--- src/rtl/regfile_mp_scoreboard.sv ---
// regfile_mp_scoreboard
//   Multi-port integer register file with a per-register busy scoreboard.
//   Reads are combinational, writes are synchronous, and write data can
//   optionally be forwarded to reads in the same cycle. Entry 0 reads as zero
//   and is never busy.
// Ports
//   clk, reset   rising-edge clock, async active-low reset
//   rd_addr      NRD*AW    read addresses, port p at [p*AW +: AW]
//   rd_data      NRD*XLEN  read data, port p at [p*XLEN +: XLEN]
//   rd_busy      NRD       addressed register has a pending producer
//   wr_en        NWR       write enable per write port
//   wr_addr      NWR*AW    write addresses
//   wr_data      NWR*XLEN  write data
//   busy_set     1         mark busy_addr pending (issue)
//   busy_addr    AW        register to mark pending
//   busy_cnt     AW+1      number of busy registers

// One read lane: array lookup, zero-register override and write forwarding.
module regfile_mp_scoreboard_rdport #(
  parameter int XLEN   = 32,
  parameter int DEPTH  = 32,
  parameter int AW     = 5,
  parameter int NWR    = 1,
  parameter int BYPASS = 1
) (
  input  logic [AW-1:0]                rd_addr,
  input  logic [DEPTH-1:0][XLEN-1:0]   regs,
  input  logic [DEPTH-1:0]             busy,
  input  logic                         byp_ok,
  input  logic [NWR-1:0]               wr_en,
  input  logic [NWR-1:0][AW-1:0]       wr_addr,
  input  logic [NWR-1:0][XLEN-1:0]     wr_data,
  output logic [XLEN-1:0]              rd_data,
  output logic                         rd_busy
);
  always_comb begin
    rd_data = regs[rd_addr];
    rd_busy = busy[rd_addr];
    if (rd_addr == '0) begin
      rd_data = '0;
      rd_busy = 1'b0;
    end else if (BYPASS != 0 && byp_ok) begin
      // Ascending scan so the highest-index matching write port wins.
      for (int w = 0; w < NWR; w++) begin
        if (wr_en[w] && wr_addr[w] == rd_addr) begin
          rd_data = wr_data[w];
          rd_busy = 1'b0;
        end
      end
    end
  end
endmodule

module regfile_mp_scoreboard #(
  parameter int XLEN   = 32,
  parameter int DEPTH  = 32,
  parameter int NRD    = 2,
  parameter int NWR    = 1,
  parameter int BYPASS = 1,
  localparam int AW    = $clog2(DEPTH)
) (
  input  logic                 clk,
  input  logic                 reset,
  input  logic [NRD*AW-1:0]    rd_addr,
  output logic [NRD*XLEN-1:0]  rd_data,
  output logic [NRD-1:0]       rd_busy,
  input  logic [NWR-1:0]       wr_en,
  input  logic [NWR*AW-1:0]    wr_addr,
  input  logic [NWR*XLEN-1:0]  wr_data,
  input  logic                 busy_set,
  input  logic [AW-1:0]        busy_addr,
  output logic [AW:0]          busy_cnt
);
  if (DEPTH < 2 || DEPTH != (1 << AW)) begin : g_depth_chk
    $error("regfile_mp_scoreboard: DEPTH must be a power of 2 and >= 2");
  end
  if (NWR < 1 || NWR > 4) begin : g_nwr_chk
    $error("regfile_mp_scoreboard: NWR must be 1..4");
  end

  logic [NRD-1:0][AW-1:0]     rd_addr_a;
  logic [NRD-1:0][XLEN-1:0]   rd_data_a;
  logic [NWR-1:0][AW-1:0]     wr_addr_a;
  logic [NWR-1:0][XLEN-1:0]   wr_data_a;

  assign rd_addr_a = rd_addr;
  assign wr_addr_a = wr_addr;
  assign wr_data_a = wr_data;
  assign rd_data   = rd_data_a;

  logic [DEPTH-1:0][XLEN-1:0] regs_q, regs_d;
  logic [DEPTH-1:0]           busy_q, busy_d;
  logic [AW:0]                busy_cnt_q, busy_cnt_d;

  always_comb begin
    regs_d = regs_q;
    busy_d = busy_q;
    for (int w = 0; w < NWR; w++) begin
      if (wr_en[w] && wr_addr_a[w] != '0) regs_d[wr_addr_a[w]] = wr_data_a[w];
    end
    // Writeback clears first; a same-cycle issue to that register re-marks it.
    for (int w = 0; w < NWR; w++) begin
      if (wr_en[w]) busy_d[wr_addr_a[w]] = 1'b0;
    end
    if (busy_set && busy_addr != '0) busy_d[busy_addr] = 1'b1;
    regs_d[0] = '0;
    busy_d[0] = 1'b0;
    // Count from the next-state bits so the count lands on the same edge.
    busy_cnt_d = '0;
    for (int i = 0; i < DEPTH; i++) begin
      busy_cnt_d = busy_cnt_d + {{AW{1'b0}}, busy_d[i]};
    end
  end

  always_ff @(posedge clk or negedge reset) begin
    if (!reset) begin
      regs_q     <= '0;
      busy_q     <= '0;
      busy_cnt_q <= '0;
    end else begin
      regs_q     <= regs_d;
      busy_q     <= busy_d;
      busy_cnt_q <= busy_cnt_d;
    end
  end

  assign busy_cnt = busy_cnt_q;

  // Forwarding is suppressed in reset so outputs reflect the cleared state.
  for (genvar p = 0; p < NRD; p++) begin : g_rd
    regfile_mp_scoreboard_rdport #(
      .XLEN(XLEN), .DEPTH(DEPTH), .AW(AW), .NWR(NWR), .BYPASS(BYPASS)
    ) u_rd (
      .rd_addr (rd_addr_a[p]),
      .regs    (regs_q),
      .busy    (busy_q),
      .byp_ok  (reset),
      .wr_en   (wr_en),
      .wr_addr (wr_addr_a),
      .wr_data (wr_data_a),
      .rd_data (rd_data_a[p]),
      .rd_busy (rd_busy[p])
    );
  end
endmodule

--- config.mk ---
export PLATFORM = sky130hd
export DESIGN_NAME = regfile_mp_scoreboard
export DESIGN_NICKNAME = d
export VERILOG_FILES = /design/src/rtl/regfile_mp_scoreboard.sv
export SDC_FILE = /design/constraint.sdc
export NUM_CORES = 2
export LEC_CHECK = 0
export CAP_MARGIN = 20
export CELL_PAD_IN_SITES_DETAIL_PLACEMENT = 0
export CELL_PAD_IN_SITES_GLOBAL_PLACEMENT = 1
export CORE_ASPECT_RATIO = 1.2
export CORE_UTILIZATION = 35
export DETAILED_ROUTE_END_ITERATION = 12
export PLACE_DENSITY = 0.62
export RECOVER_POWER = 50
export SLEW_MARGIN = 20
export SYNTH_ARGS = -nofsm -noshare
export SYNTH_HDL_FRONTEND = slang
export SYNTH_HIERARCHICAL = 1
export SYNTH_SLANG_ARGS = --single-unit
--- constraint.sdc ---
create_clock -name clk -period 5.3 [get_ports clk]
set_input_delay 1.06 -clock clk [delete_from_list [all_inputs] [get_ports clk]]
set_output_delay 1.06 -clock clk [all_outputs]
set_load 0.03 [all_outputs]
# Word-level counts from Yosys, hierarchy flattened
# Index checks and enable logic that the tools add are counted.
[totals]
register_bits = 1029
latchBits = 0
ram_bits = 0
mem_bits_ro = 0
in_bits = 56
output_inout_bits = 72
word_cells = 113
memories = 0
[op_classes]
addsub = 30
n_mul = 0
n_div = 0
n_lt_le_gt_ge = 6
eq_ne = 2
shift = 0
mux = 29
bitwise = 3
reduce_logical = 10
[op_table]
columns = ["operator", "n"]
rows = [
  ["bitwise mux 1024 bit", 1],
  ["two-way mux 32 bit", 11],
  ["binary-select mux 32 bit (select 5 bit)", 2],
  ["demux 32 bit (select 5 bit)", 1],
  ["adder 6 x 1 -> 6 bit", 25],
  ["AND 32 bit", 1],
  ["NOT 32 bit", 1],
  ["OR 32 bit", 1],
  ["less-than comparator 5 x 6 -> 1 bit (second input constant)", 4],
  ["binary-select mux 1 bit (select 5 bit)", 2],
  ["demux 1 bit (select 5 bit)", 2],
  ["equality test 5 bit", 2],
  ["greater-or-equal comparator 5 x 1 -> 1 bit (second input constant)", 2],
  ["zero test 5 bit", 2],
  ["two-way mux 1 bit", 10],
  ["nonzero test 5 bit", 2],
  ["adder 5 x 1 -> 6 bit", 1],
  ["logical AND 1 bit", 6],
  ["adder 4 x 1 -> 5 bit", 1],
  ["adder 3 x 1 -> 4 bit", 1],
  ["adder 2 x 1 -> 3 bit", 1],
  ["adder 1 x 1 -> 2 bit", 1],
]

# Depth between registers and ports, before layout
[logic_depth]
ltp_word = 39
ltp_mapped = 21
ltp_nobuf = 18

# Cells and area by module
# The synthesis kept the hierarchy.
[modules_own_cells]
columns = ["mod", "instances", "cells_each", "area_per_inst_um2", "seq_area_each_um2"]
rows = [
  ["regfile_mp_scoreboard", 1, 2418, 39414.1, 25749.7],
  ["regfile_mp_scoreboard_rdport", 2, 736, 8869.8, 0.0],
]

# Worst setup path after synthesis
# Ideal clock, no wire load.
[synth_timing]
kind = "input -> register"
start = "in wr_addr[3]"
end = "reg busy_cnt_q[4], in the netlist busy_cnt[4]"
setup_ps = 79
t_arrival_ps = 6278
t_required_ps = 5221
slack_ps = -1057
path_stages = 20
n_path_buf = 3
cell_sequence = "clkbuf_2 > and4bb_2 > buf_2 > nand2_2 > buf_2 > a22o_1 > fa_1 > inv_1 > fa_1 > fa_1 > fa_1 > fa_1 > fa_1 > inv_1 > fa_1 > inv_1 > fa_1 > nand2b_1 > a21oi_1 > xor2_1"
[synth_between]
word_cells_on_any_way = 40
cone_classes = "30 x add/sub; 2 x order compare; 4 x mux; 3 x bitwise; 1 x reduce/logical"
[synth_rtl]
columns = ["item", "line_no", "source"]
rows = [
  ["from (decl)", "68", "input logic [NWR*AW-1:0] wr_addr,"],
  ["less-than comparator 5 x 6 -> 1 bit (implied by the code) or greater-or-equal comparator 5 x 1 -> 1 bit (tied branches)", "103", "if (wr_en[w]) busy_d[wr_addr_a[w]] = 1'b0;"],
  ["logical AND 1 bit (implied by the code)", "103", ""],
  ["two-way mux 1 bit (implied by the code)", "103", ""],
  ["demux 1 bit (select 5 bit) *", "103", ""],
  ["NOT 32 bit (no line) *", "n/a", ""],
  ["AND 32 bit (no line) *", "n/a", ""],
  ["two-way mux 32 bit *", "103", ""],
  ["OR 32 bit (no line)", "n/a", ""],
  ["two-way mux 32 bit *", "105", "if (busy_set && busy_addr != '0) busy_d[busy_addr] = 1'b1;"],
  ["net busy_d[6]", "92", "logic [DEPTH-1:0] busy_q, busy_d;"],
  ["adder 5 x 1 -> 6 bit *", "111", "busy_cnt_d = busy_cnt_d + {{AW{1'b0}}, busy_d[i]};"],
  ["adder 6 x 1 -> 6 bit * (25 in series)", "111", ""],
  ["net busy_cnt_d[4]", "93", "logic [AW:0] busy_cnt_q, busy_cnt_d;"],
  ["to (signal assigned)", "123", "busy_cnt_q <= busy_cnt_d;"],
  ["to (decl)", "93", ""],
]
# The timed path passes the listed nets; every way through them passes the cells marked *.
# A chain may end at the register's enable or synchronous reset.

# Worst setup path after layout
[layout_timing]
start = "in wr_addr[2]"
end = "reg busy_cnt_q[4], in the netlist busy_cnt[4]"
[layout_between]
word_cells_on_any_way = 40
cone_classes = "30 x add/sub; 2 x order compare; 4 x mux; 3 x bitwise; 1 x reduce/logical"
[layout_rtl]
columns = ["item", "line_no"]
rows = [
  ["less-than comparator 5 x 6 -> 1 bit (implied by the code) or greater-or-equal comparator 5 x 1 -> 1 bit (tied branches)", "103"],
  ["logical AND 1 bit (implied by the code)", "103"],
  ["two-way mux 1 bit (implied by the code)", "103"],
  ["demux 1 bit (select 5 bit) *", "103"],
  ["NOT 32 bit (no line) *", "n/a"],
  ["AND 32 bit (no line) *", "n/a"],
  ["two-way mux 32 bit *", "103"],
  ["OR 32 bit (no line)", "n/a"],
  ["two-way mux 32 bit *", "105"],
  ["net busy_d[18]", "92"],
  ["adder 6 x 1 -> 6 bit * (14 in series)", "111"],
  ["net busy_cnt_d[4]", "93"],
]
# Marks and branches as above.

==> impl_metrics.env <==
export IMPL_run_status="finished with violations"
export IMPL_violations="capacitance limit, slew limit, setup timing"
export IMPL_synth_ff_type="dfrtp_1"
export IMPL_period_minus_slack_ns=5.311
export IMPL_grt_pass1_wl_mm=276.5
export IMPL_power_switching_mw=8.659
export IMPL_synth_area_sq_um=57150
export IMPL_required_ns=5.95
export IMPL_p_leak_nw=28.99
export IMPL_syn_to_final_growth_pct=16.17
export IMPL_drv_cap=1
export IMPL_slew_headroom=-1.030
export IMPL_fin_setup_tns_ns=-0.01070
export IMPL_clock_skew_ns=0.006799
export IMPL_async_reset_ff_frac=1.000
export IMPL_path_clk_slew_ns=0.06
export IMPL_fin_crit_sh=1.002
export IMPL_drtIter0Drc=2367
export IMPL_cts_inserted_buffers=112
export IMPL_initial_core_util=0.3520
export IMPL_grt_antenna_before_repair=6
export IMPL_clockBufferDepth=3
export IMPL_vias=37160
export IMPL_startpoint_type="primary input"
export IMPL_root_buffer="clkbuf_16"
export IMPL_netlist_area_leader_share=0.4505
export IMPL_switching_share=0.3069
export IMPL_powerDensity_nw_per_um2=425.0
export IMPL_grt_max_degree=160
export IMPL_synth_yosys_warnings=6
export IMPL_routed_wl_mm=189.0
export IMPL_dr_pass1_iters=5
export IMPL_tightest_slew_ns=3.046
export IMPL_gp_congestion=0.8381
export IMPL_worstReg2RegStart="busy_q[20]"
export IMPL_vias_per_cell=5.906
export IMPL_yosysSeqAreaShare=0.4505
export IMPL_clkSinkCount=1029
export IMPL_hold_class="primary input to async pin"
export IMPL_finalSetupViolations=1
export IMPL_drv_slew=48
export IMPL_total_power_mw=28.22
export IMPL_grt_overflow_total=0
export IMPL_max_freq_ghz=0.1883
export IMPL_worst_skew_pair_late_latency_ns=0.73
export IMPL_hold_buffers=0
export IMPL_layout_drive_gt1_share=0.4931
export IMPL_ir_drop_mv=1.054
export IMPL_synthTopCellsByArea="dfrtp_1, mux2_2, mux4_2, mux2i_1, a221o_1"
export IMPL_fin_nets=4153
export IMPL_die_h_um=444.7
export IMPL_pre_cts_slack_ns=-1.189
export IMPL_die_width_um=370.9
export IMPL_internal_power_mw=19.56
export IMPL_grt_usage=0.2292
export IMPL_worst_slack_ns=-0.01070
export IMPL_drtAntennaViolNets=0
export IMPL_crit_type="primary input to flip-flop"
export IMPL_power_frac_comb=0.336
export IMPL_io_pins=128
export IMPL_hold_ws_ns=0.4233
export IMPL_r2r_cells=15
export IMPL_syn_inst=3890
export IMPL_avgSynthCellArea_sq_um=14.69
export IMPL_rsz0062_at_grt="yes"
export IMPL_htreeDepth=3
export IMPL_stdcell_area_sq_um=66400
export IMPL_post_dp_cell_area_sq_um=62320
export IMPL_grt_pass1_vias=39240
export IMPL_ys_seq_elements=1029
export IMPL_synthDistinctLibCells=53
export IMPL_io_buffers=127
export IMPL_yosys_area_top_type="dfrtp_1"
export IMPL_p_seq_frac=0.376
export IMPL_r2r_slack_ns=0.37
export IMPL_cts_tree="built"
export IMPL_worstReg2RegEnd="busy_cnt[4]"
export IMPL_power_frac_clock=0.287
export IMPL_synth_edf_count=0
export IMPL_dp_hpwl_mm=114.2
export IMPL_path_max_fanout=6
export IMPL_post_drt_wl_per_cell_um=30.04
export IMPL_drc=0
export IMPL_arrival_ns=5.96
export IMPL_critPathCaptureType="flip-flop"
export IMPL_num_rows=162
export IMPL_core_area_sq_um=162400
export IMPL_final_hold_viol_count=0
export IMPL_dieArea_sq_um=164900
[timing repair]
action	CTS	global route
resized for setup	49	42
pin swaps	18	31
setup endpoints to repair	5	5
buffers inserted	16	15
[flip-flops by register name (all words and copies together) (netlist names)]
| name | cells |
|---|---|
| busy_cnt | 6 |
| regs_q | 992 |
| busy_q | 31 |
[how the worst max path moves through the flow]
stage / startpoint / end / slack, ns / cells past startpoint
floorplan: wr_addr[3] / busy_cnt[4] / -0.72 / 20
global placement: wr_addr[2] / busy_cnt[4] / -1.10 / 19
detailed placement: wr_addr[2] / busy_cnt[4] / -1.19 / 20
CTS: wr_addr[3] / busy_cnt[4] / -0.16 / 19
global route: wr_en / busy_cnt[4] / -0.19 / 20
finish: wr_addr[2] / busy_cnt[4] / -0.01 / 18
[power groups by stage]
stage / clock (mW) / combinational [mW] / sequential, mW
CTS: 8.30 / 9.35 / 10.6
floorplan: 0 / 6.62 / 10.4
global placement: 0 / 8.93 / 10.6
finish: 8.11 / 9.49 / 10.6
global route: 8.60 / 10.3 / 10.8
detailed placement: 0 / 9.04 / 10.7
[kinds of logic (layout without fill, tap and decap cells)]
| family | after synthesis | in the layout | synth area share |
|---|---|---|---|
| buffers and inverters | 465 | 667 | 0.04043 |
| flip-flops | 1029 | 1029 | 0.4505 |
| XOR/XNOR | 13 | 13 | 0.002255 |
| AND/OR/NAND/NOR | 194 | 194 | 0.02244 |
| adder cells (fa/ha/maj) | 30 | 30 | 0.009589 |
| AO/OA/AOI/OAI | 500 | 500 | 0.07441 |
| other | 1 | 69 | 0.00006561 |
| multiplexers | 1658 | 1658 | 0.4003 |
[cell usage after synthesis, drive strengths merged, types with 28 or more instances]
library cell / number
a221o: 174
mux2i: 256
a22o: 91
nand2: 43
o21ai: 58
a221oi: 72
nor3b: 56
a211oi: 52
mux2: 1000
buf: 233
nor3: 28
mux4: 402
inv: 32
dfrtp: 1029
clkbuf: 200
[layout make-up]
type | instances | area (sq um)
sequential | 1029 | 25750
inverter | 32 | 120.1
antenna | 3 | 7.507
clock buffer | 176 | 3423
timing repair buffer | 431 | 4414
fill | 14890 | 95960
tap | 2132 | 2668
clock inverter | 28 | 366.6
multi-input combinational | 2461 | 29650
[cell usage in the layout (no fill, tap or decap), types with 24 or more instances in the layout]
| cell | count |
|---|---|
| a22o_1 | 89 |
| mux2_2 | 981 |
| mux2i_1 | 256 |
| conb_1 | 66 |
| inv_1 | 24 |
| mux4_2 | 402 |
| a221o_1 | 174 |
| buf_4 | 283 |
| a221oi_1 | 72 |
| clkbuf_16 | 112 |
| clkbuf_1 | 28 |
| dfrtp_1 | 1029 |
| buf_12 | 80 |
| a211oi_1 | 52 |
| o21ai_0 | 58 |
| nor3b_1 | 55 |
| clkbuf_8 | 38 |
| clkdlybuf4s50_1 | 40 |
[layer usage]
| metal | GRT usage | vias to the layer above | share of wire |
|---|---|---|---|
| met5 | 0 | - | 0.000069 |
| met4 | 0.08564 | 2 | 0.038 |
| met3 | 0.02689 | 304 | 0.040 |
| met2 | 0.4008 | 926 | 0.51 |
| met1 | 0.2891 | 20310 | 0.41 |
| li1 | - | 15620 | - |
[stage by stage]
stage / utilization / cells
floorplan: - / 3955
global placement: 0.3835 / 6058
detailed placement: 0.3838 / 6060
CTS: 0.4083 / 6279
global route: 0.4089 / 6291
finish: 0.4089 / 6292
[critical path, cell delays in order]
cell and delay [ns]:
buf_12 0.11, and4bb_4 0.39, nand2_4 0.05, a22o_1 0.22, fa_1 0.52, inv_2 0.04
fa_1 0.58, fa_1 0.45, fa_1 0.48, fa_1 0.51, fa_1 0.42, inv_2 0.07
fa_2 0.20, inv_2 0.05, fa_2 0.36, nand2b_4 0.15, a21oi_2 0.14, xor2_1 0.15
Power figures use the tool's default switching activity.
